[src/rtl/dwt_band_feature_engine.sv]
// Streaming LEVELS-deep Haar cascade with per-band max/min/sum/mean features.
// Optional macro DWT_ABS_SUM_EN adds a per-band sum of |coef| output.
module dwt_band_feature_engine #(
  parameter int DATA_W   = 32,
  parameter int LEVELS   = 4,
  parameter int WIN_LOG2 = 7,
  parameter int SUM_W    = DATA_W + WIN_LOG2,
  localparam int BAND_W  = $clog2(LEVELS + 1)
) (
  input  logic                     clk,
  input  logic                     rst,
  input  logic                     in_valid,
  output logic                     in_ready,
  input  logic signed [DATA_W-1:0] in_data,
  output logic                     out_valid,
  input  logic                     out_ready,
  output logic [BAND_W-1:0]        out_band,
  output logic signed [DATA_W-1:0] out_max,
  output logic signed [DATA_W-1:0] out_min,
  output logic signed [SUM_W-1:0]  out_sum,
  output logic signed [DATA_W-1:0] out_mean,
  output logic                     out_last
`ifdef DWT_ABS_SUM_EN
  ,
  output logic [SUM_W-1:0]         out_abs_sum
`endif
);

  localparam int NUM_BANDS = LEVELS + 1;

  typedef enum logic [1:0] {ACCUM, SETTLE, READOUT} state_t;

  state_t state, state_nxt;
  logic [WIN_LOG2-1:0] smp_cnt;
  logic [BAND_W-1:0]   settle_cnt;
  logic                accept, beat_done, frame_done;

  assign accept     = in_valid && in_ready;
  assign beat_done  = out_valid && out_ready;
  assign frame_done = beat_done && out_last;

  // ---------------- Haar cascade ----------------
  logic signed [DATA_W-1:0] st_in   [LEVELS];
  logic                     st_in_v [LEVELS];
  logic signed [DATA_W-1:0] st_hold [LEVELS];
  logic                     st_ph   [LEVELS];
  logic signed [DATA_W-1:0] st_a    [LEVELS];
  logic signed [DATA_W-1:0] st_d    [LEVELS];
  logic                     st_v    [LEVELS];
  logic [DATA_W:0]          sum_w   [LEVELS];
  logic [DATA_W:0]          dif_w   [LEVELS];

  always_comb begin
    st_in[0]   = in_data;
    st_in_v[0] = accept;
    for (int unsigned l = 1; l < LEVELS; l++) begin
      st_in[l]   = st_a[l-1];
      st_in_v[l] = st_v[l-1];
    end
    // Bits [DATA_W:1] of the DATA_W+1 result are the floor-shifted value truncated to DATA_W.
    for (int unsigned l = 0; l < LEVELS; l++) begin
      sum_w[l] = {st_hold[l][DATA_W-1], st_hold[l]} + {st_in[l][DATA_W-1], st_in[l]};
      dif_w[l] = {st_hold[l][DATA_W-1], st_hold[l]} - {st_in[l][DATA_W-1], st_in[l]};
    end
  end

  always_ff @(posedge clk) begin
    if (rst || frame_done) begin
      for (int unsigned l = 0; l < LEVELS; l++) begin
        st_hold[l] <= '0;
        st_ph[l]   <= 1'b0;
        st_a[l]    <= '0;
        st_d[l]    <= '0;
        st_v[l]    <= 1'b0;
      end
    end else begin
      for (int unsigned l = 0; l < LEVELS; l++) begin
        st_v[l] <= 1'b0;
        if (st_in_v[l]) begin
          if (!st_ph[l]) begin
            st_hold[l] <= st_in[l];
            st_ph[l]   <= 1'b1;
          end else begin
            st_ph[l] <= 1'b0;
            st_a[l]  <= sum_w[l][DATA_W:1];
            st_d[l]  <= dif_w[l][DATA_W:1];
            st_v[l]  <= 1'b1;
          end
        end
      end
    end
  end

  // ---------------- Per-band accumulators ----------------
  logic signed [DATA_W-1:0] bc     [NUM_BANDS];
  logic                     bv     [NUM_BANDS];
  logic signed [DATA_W-1:0] acc_max[NUM_BANDS];
  logic signed [DATA_W-1:0] acc_min[NUM_BANDS];
  logic signed [SUM_W-1:0]  acc_sum[NUM_BANDS];
  logic                     acc_seen[NUM_BANDS];

  always_comb begin
    for (int unsigned k = 0; k < LEVELS; k++) begin
      bc[k] = st_d[k];
      bv[k] = st_v[k];
    end
    bc[LEVELS] = st_a[LEVELS-1];
    bv[LEVELS] = st_v[LEVELS-1];
  end

  always_ff @(posedge clk) begin
    if (rst || frame_done) begin
      for (int unsigned k = 0; k < NUM_BANDS; k++) begin
        acc_max[k]  <= '0;
        acc_min[k]  <= '0;
        acc_sum[k]  <= '0;
        acc_seen[k] <= 1'b0;
      end
    end else begin
      for (int unsigned k = 0; k < NUM_BANDS; k++) begin
        if (bv[k]) begin
          acc_seen[k] <= 1'b1;
          if (!acc_seen[k]) begin
            acc_max[k] <= bc[k];
            acc_min[k] <= bc[k];
            acc_sum[k] <= SUM_W'(bc[k]);
          end else begin
            if (bc[k] > acc_max[k]) acc_max[k] <= bc[k];
            if (bc[k] < acc_min[k]) acc_min[k] <= bc[k];
            acc_sum[k] <= acc_sum[k] + SUM_W'(bc[k]);
          end
        end
      end
    end
  end

`ifdef DWT_ABS_SUM_EN
  logic [DATA_W-1:0] bc_abs [NUM_BANDS];
  logic [SUM_W-1:0]  acc_abs[NUM_BANDS];

  always_comb begin
    for (int unsigned k = 0; k < NUM_BANDS; k++) begin
      if (bc[k] == {1'b1, {(DATA_W-1){1'b0}}})
        bc_abs[k] = {1'b0, {(DATA_W-1){1'b1}}};
      else if (bc[k][DATA_W-1])
        bc_abs[k] = -bc[k];
      else
        bc_abs[k] = bc[k];
    end
  end

  always_ff @(posedge clk) begin
    if (rst || frame_done) begin
      for (int unsigned k = 0; k < NUM_BANDS; k++) acc_abs[k] <= '0;
    end else begin
      for (int unsigned k = 0; k < NUM_BANDS; k++) begin
        if (bv[k]) begin
          if (!acc_seen[k]) acc_abs[k] <= SUM_W'(bc_abs[k]);
          else              acc_abs[k] <= acc_abs[k] + SUM_W'(bc_abs[k]);
        end
      end
    end
  end
`endif

  // ---------------- Control FSM ----------------
  always_ff @(posedge clk) begin
    if (rst) begin
      state      <= ACCUM;
      smp_cnt    <= '0;
      settle_cnt <= '0;
    end else begin
      state <= state_nxt;
      if (accept) smp_cnt <= smp_cnt + 1'b1;
      settle_cnt <= (state == SETTLE) ? settle_cnt + 1'b1 : '0;
    end
  end

  always_comb begin
    state_nxt = state;
    in_ready  = 1'b0;
    out_valid = 1'b0;
    case (state)
      ACCUM: begin
        in_ready = 1'b1;
        if (accept && smp_cnt == '1) state_nxt = SETTLE;
      end
      SETTLE: begin
        if (settle_cnt == BAND_W'(LEVELS)) state_nxt = READOUT;
      end
      READOUT: begin
        out_valid = 1'b1;
        if (frame_done) state_nxt = ACCUM;
      end
      default: state_nxt = ACCUM;
    endcase
  end

  // ---------------- Output beat registers ----------------
  function automatic int band_log2(input logic [BAND_W-1:0] k);
    return (k < BAND_W'(LEVELS)) ? WIN_LOG2 - int'(k) - 1 : WIN_LOG2 - LEVELS;
  endfunction

  logic [BAND_W-1:0]       sel_idx;
  logic signed [SUM_W-1:0] sel_mean;
  logic                    load_beat;

  assign sel_idx   = (state == READOUT) ? out_band + BAND_W'(1) : '0;
  assign sel_mean  = acc_sum[sel_idx] >>> band_log2(sel_idx);
  assign load_beat = (state == SETTLE && state_nxt == READOUT) || (beat_done && !out_last);

  always_ff @(posedge clk) begin
    if (rst || frame_done) begin
      out_band <= '0;
      out_max  <= '0;
      out_min  <= '0;
      out_sum  <= '0;
      out_mean <= '0;
      out_last <= 1'b0;
`ifdef DWT_ABS_SUM_EN
      out_abs_sum <= '0;
`endif
    end else if (load_beat) begin
      out_band <= sel_idx;
      out_max  <= acc_max[sel_idx];
      out_min  <= acc_min[sel_idx];
      out_sum  <= acc_sum[sel_idx];
      out_mean <= sel_mean[DATA_W-1:0];
      out_last <= (sel_idx == BAND_W'(LEVELS));
`ifdef DWT_ABS_SUM_EN
      out_abs_sum <= acc_abs[sel_idx];
`endif
    end
  end

endmodule

[config.mk]
export PLATFORM = sky130hd
export DESIGN_NAME = dwt_band_feature_engine
export DESIGN_NICKNAME = d
export VERILOG_FILES = /design/src/rtl/dwt_band_feature_engine.sv
export SDC_FILE = /design/constraint.sdc
export NUM_CORES = 2
export LEC_CHECK = 0
export ABC_CLOCK_PERIOD_IN_PS = 3900
export BUFFER_PORTS_ARGS = -buffer_cell sky130_fd_sc_hd__buf_2
export CAP_MARGIN = 25
export CORE_ASPECT_RATIO = 2
export CORE_MARGIN = 2
export CORE_UTILIZATION = 45
export CTS_BUF_LIST = sky130_fd_sc_hd__clkbuf_16
export CTS_CLUSTER_DIAMETER = 200
export DETAILED_ROUTE_END_ITERATION = 10
export GPL_ROUTABILITY_DRIVEN = 0
export PLACE_DENSITY = 0.67
export SKIP_CTS_REPAIR_TIMING = 1
export SLEW_MARGIN = 30
export SYNTH_ARGS = -nofsm -noshare
export SYNTH_HDL_FRONTEND = slang
export SYNTH_SLANG_ARGS = --single-unit
[constraint.sdc]
create_clock -name clk -period 3.9 [get_ports clk]
set_input_delay 0 -clock clk [delete_from_list [all_inputs] [get_ports clk]]
set_output_delay 0 -clock clk [all_outputs]
set_load 0.02 [all_outputs]
==> results.toml <==
[synthesis]
yosysMostFrequentCell = "edfxtp_1"
synth_ff_type = "edfxtp_1"
synthTopCellsByArea = "edfxtp_1 (37%), ha_1 (13%), dfxtp_1 (4.2%)"
synth-edff-count = 907
syn-instance-count = 7989
synthAdderAreaFrac = 0.1323
ys_warn_count = 0
synthXorXnorAreaFrac = 0.04327
synth_nets = 8796
synth_seq_cells = 1062
synth-simple-area-share = 0.1730
synth_area_sq_um = 73680
synth_top_area_frac = 0.3697
yosysSeqAreaShare = 0.4118
ys_async_sr_fraction = 0
synth_compound_area_frac = 0.1777
syn_area_per_cell_sq_um = 9.223
synthTopCellsByCount = "edfxtp_1 (907), nand2_1 (772), ha_1 (758)"
yosysTopAreaCell = "edfxtp_1"
synth_top_family_by_area = "compound AO/OA/AOI/OAI gates"
synthMuxAreaShare = 0.009085
synthDistinctLibCells = 90

[floorplan]
initial_utilization = 0.4516
dieArea_sq_um = 167200
coreArea_sq_um = 163200
fp.dieH_um = 576.2
dieWidth_um = 290.1
num_io_pins = 177
rows = 210

[run]
max_cap_viol_count = 0

[detailed_routing]
wl_per_cell_um = 27.20
drt_iter0_drc = 6173
drt_wl_total_um = 291700
route.detailed.drc = 0
ant_nets = 0
num_vias = 66260
drtPass1Iterations = 6
via_per_inst = 6.179

[timing]
finalWorstSetupSlack_ns = -0.05356
fin_skew_ns = 0.04361
fmax_ghz = 0.2529
period_minus_slack_ns = 3.954
tightestPinTransition_ns = 1.023
period_share = 1.014
drv_slew = 0
slew_headroom = 0.3134
setup_viol = 64
hold-worst-slack_ns = 0.1442
hold_viol_final = 0

[setup_path]
crit_fanout = 32
end_kind = "flip-flop"
path_class = "reg -> reg"
critPathRequiredTime_ns = 4.32
cp.arrival_ns = 4.37
startpoint_type = "flip-flop"

[clocking]
clockBufferDepth = 3
cts_buffers = 99
cts_tree = "done"
cts.clk_slew.worst_paths_ns = 0.08
cts_root_buffer = "clkbuf_16"
clkLatencyLatePin_ns = 0.77
numClockSinks = 1062
htree_levels = 3

[global_routing]
grt_pass1_vias = 65290
overflow = 0
met2_usage = 0.5939
grt_max_degree = 156
grt_pass1_wl_um = 422500
grt_use_total = 0.3428
grt_use_met1 = 0.3160
antenna_found_initial = 25
grtUsageMet3 = 0.09115
grt_busiest_layer = "met2"

[hold_path]
hold_path_class = "in -> reg"

[placement]
numPortBuffers = 176
dp_cells = 10460
dpl_cell_area_sq_um = 80660
hpwlAfterDp_um = 227300

[finish]
stdcell_area_sq_um = 84970
fillers = 14720
drive_gt1_frac = 0.1226
area_growth_pct = 15.33
finalNonFillerCells = 10720
ff_latch_area_sq_um = 30340
finalNetCount = 9303
utilization = 0.5208
multiInputGateArea_sq_um = 39830

[outcome]
status = "complete, but fails checks"
violations = "negative setup slack"

[power_and_ir_drop]
power_density_nw_per_um2 = 348.5
ir_drop_mv = 0.3496
leakage_uw = 0.03660
metal layers:
layer / up-vias / part of all wire
met1: 31610 / 0.31
met3: 1429 / 0.082
li1: 29630 / -
met4: 10 / 0.13
met5: - / 0.00023
met2: 3583 / 0.48
kinds of logic after synthesis:
group | Yosys count
mux | 65
buf+inv | 1030
flops | 1062
xor+xnor | 364
compound gates | 2015
fa+ha+maj | 771
simple gates | 2682
stage by stage:
| stage | setup TNS (ns) | power (uW) | setup slack (ns) |
|---|---|---|---|
| after floorplan | 0 | 16570 | 0.01769 |
| after global placement | -0.8799 | 18490 | -0.2295 |
| after detailed placement | -0.7655 | 18620 | -0.2131 |
| after CTS | -0.9619 | 29330 | -0.2731 |
| after global routing | -0.2598 | 30410 | -0.08457 |
| final | -1.164 | 29610 | -0.05356 |
cells in the final DEF, fill, tap and decap left out, types with 73 or more instances in the layout:
| cell | netlist | layout |
|---|---|---|
| a211oi_1 | 140 | 137 |
| a21o_1 | 232 | 232 |
| a21oi_1 | 599 | 595 |
| a311oi_1 | 83 | 77 |
| and2_1 | 181 | 179 |
| buf_2 | 28 | 177 |
| buf_4 | 0 | 544 |
| clkbuf_16 | 0 | 104 |
| dfxtp_1 | 155 | 154 |
| edfxtp_1 | 907 | 907 |
| ha_1 | 758 | 757 |
| inv_1 | 629 | 642 |
| nand2_1 | 772 | 762 |
| nand2b_1 | 90 | 85 |
| nand3_1 | 173 | 165 |
| nor2_1 | 675 | 673 |
| nor2b_1 | 233 | 232 |
| nor3_1 | 260 | 259 |
| o21ai_0 | 387 | 379 |
| o21bai_1 | 74 | 73 |
| xnor2_1 | 249 | 249 |
| xor2_1 | 115 | 115 |
power by group:
part | internal (uW) | total (uW) | leakage [uW] | switching [uW]
clock | 6050 | 10900 | 0.00175 | 4870
combinational | 2100 | 5490 | 0.0242 | 3390
sequential | 12800 | 13200 | 0.0107 | 428
critical path, cell delays in order, from the launching register on:
cell and delay, ns:
edfxtp_1 0.43, buf_4 0.17, ha_1 0.31, nor2b_1 0.15, o21ai_0 0.08, nand2b_1 0.08
a21oi_1 0.16, or4_1 0.45, a31oi_1 0.50, mux2i_1 0.37, a21oi_1 0.14, buf_4 0.18
buf_4 0.19, nand2_1 0.13, buf_12 0.24
flip-flops by register name, summed over array words and instances (netlist names), 39 cells and up:
register and flops:
acc_max 160, st_d 128, acc_min 160, acc_sum 195
st_hold 128, st_a 128, out_sum 39
worst paths after layout:
| kind | slack (ns) | startpoint | cells after the start | to |
|---|---|---|---|---|
| setup / recovery | -0.05 | st_d[0][1] | 14 | acc_max[0][26] |
| hold / removal | 0.14 | rst | 3 | smp_cnt[2] |
| setup reg to reg | -0.05 | st_d[0][1] | 14 | acc_max[0][26] |
| hold reg to reg | 0.45 | out_mean[15] | 2 | out_mean[15] |
cell type report:
cell class / instances / share of cell area
tap: 2120 / 0.03122
antenna: 20 / 0.0005890
clock buffer: 104 / 0.03063
timing repair buffer: 800 / 0.07298
clock inverter: 83 / 0.01065
sequential: 1062 / 0.3571
multi-input combinational: 5897 / 0.4688
inverter: 636 / 0.02810
No activity file was read; power rests on OpenSTA's default activity.
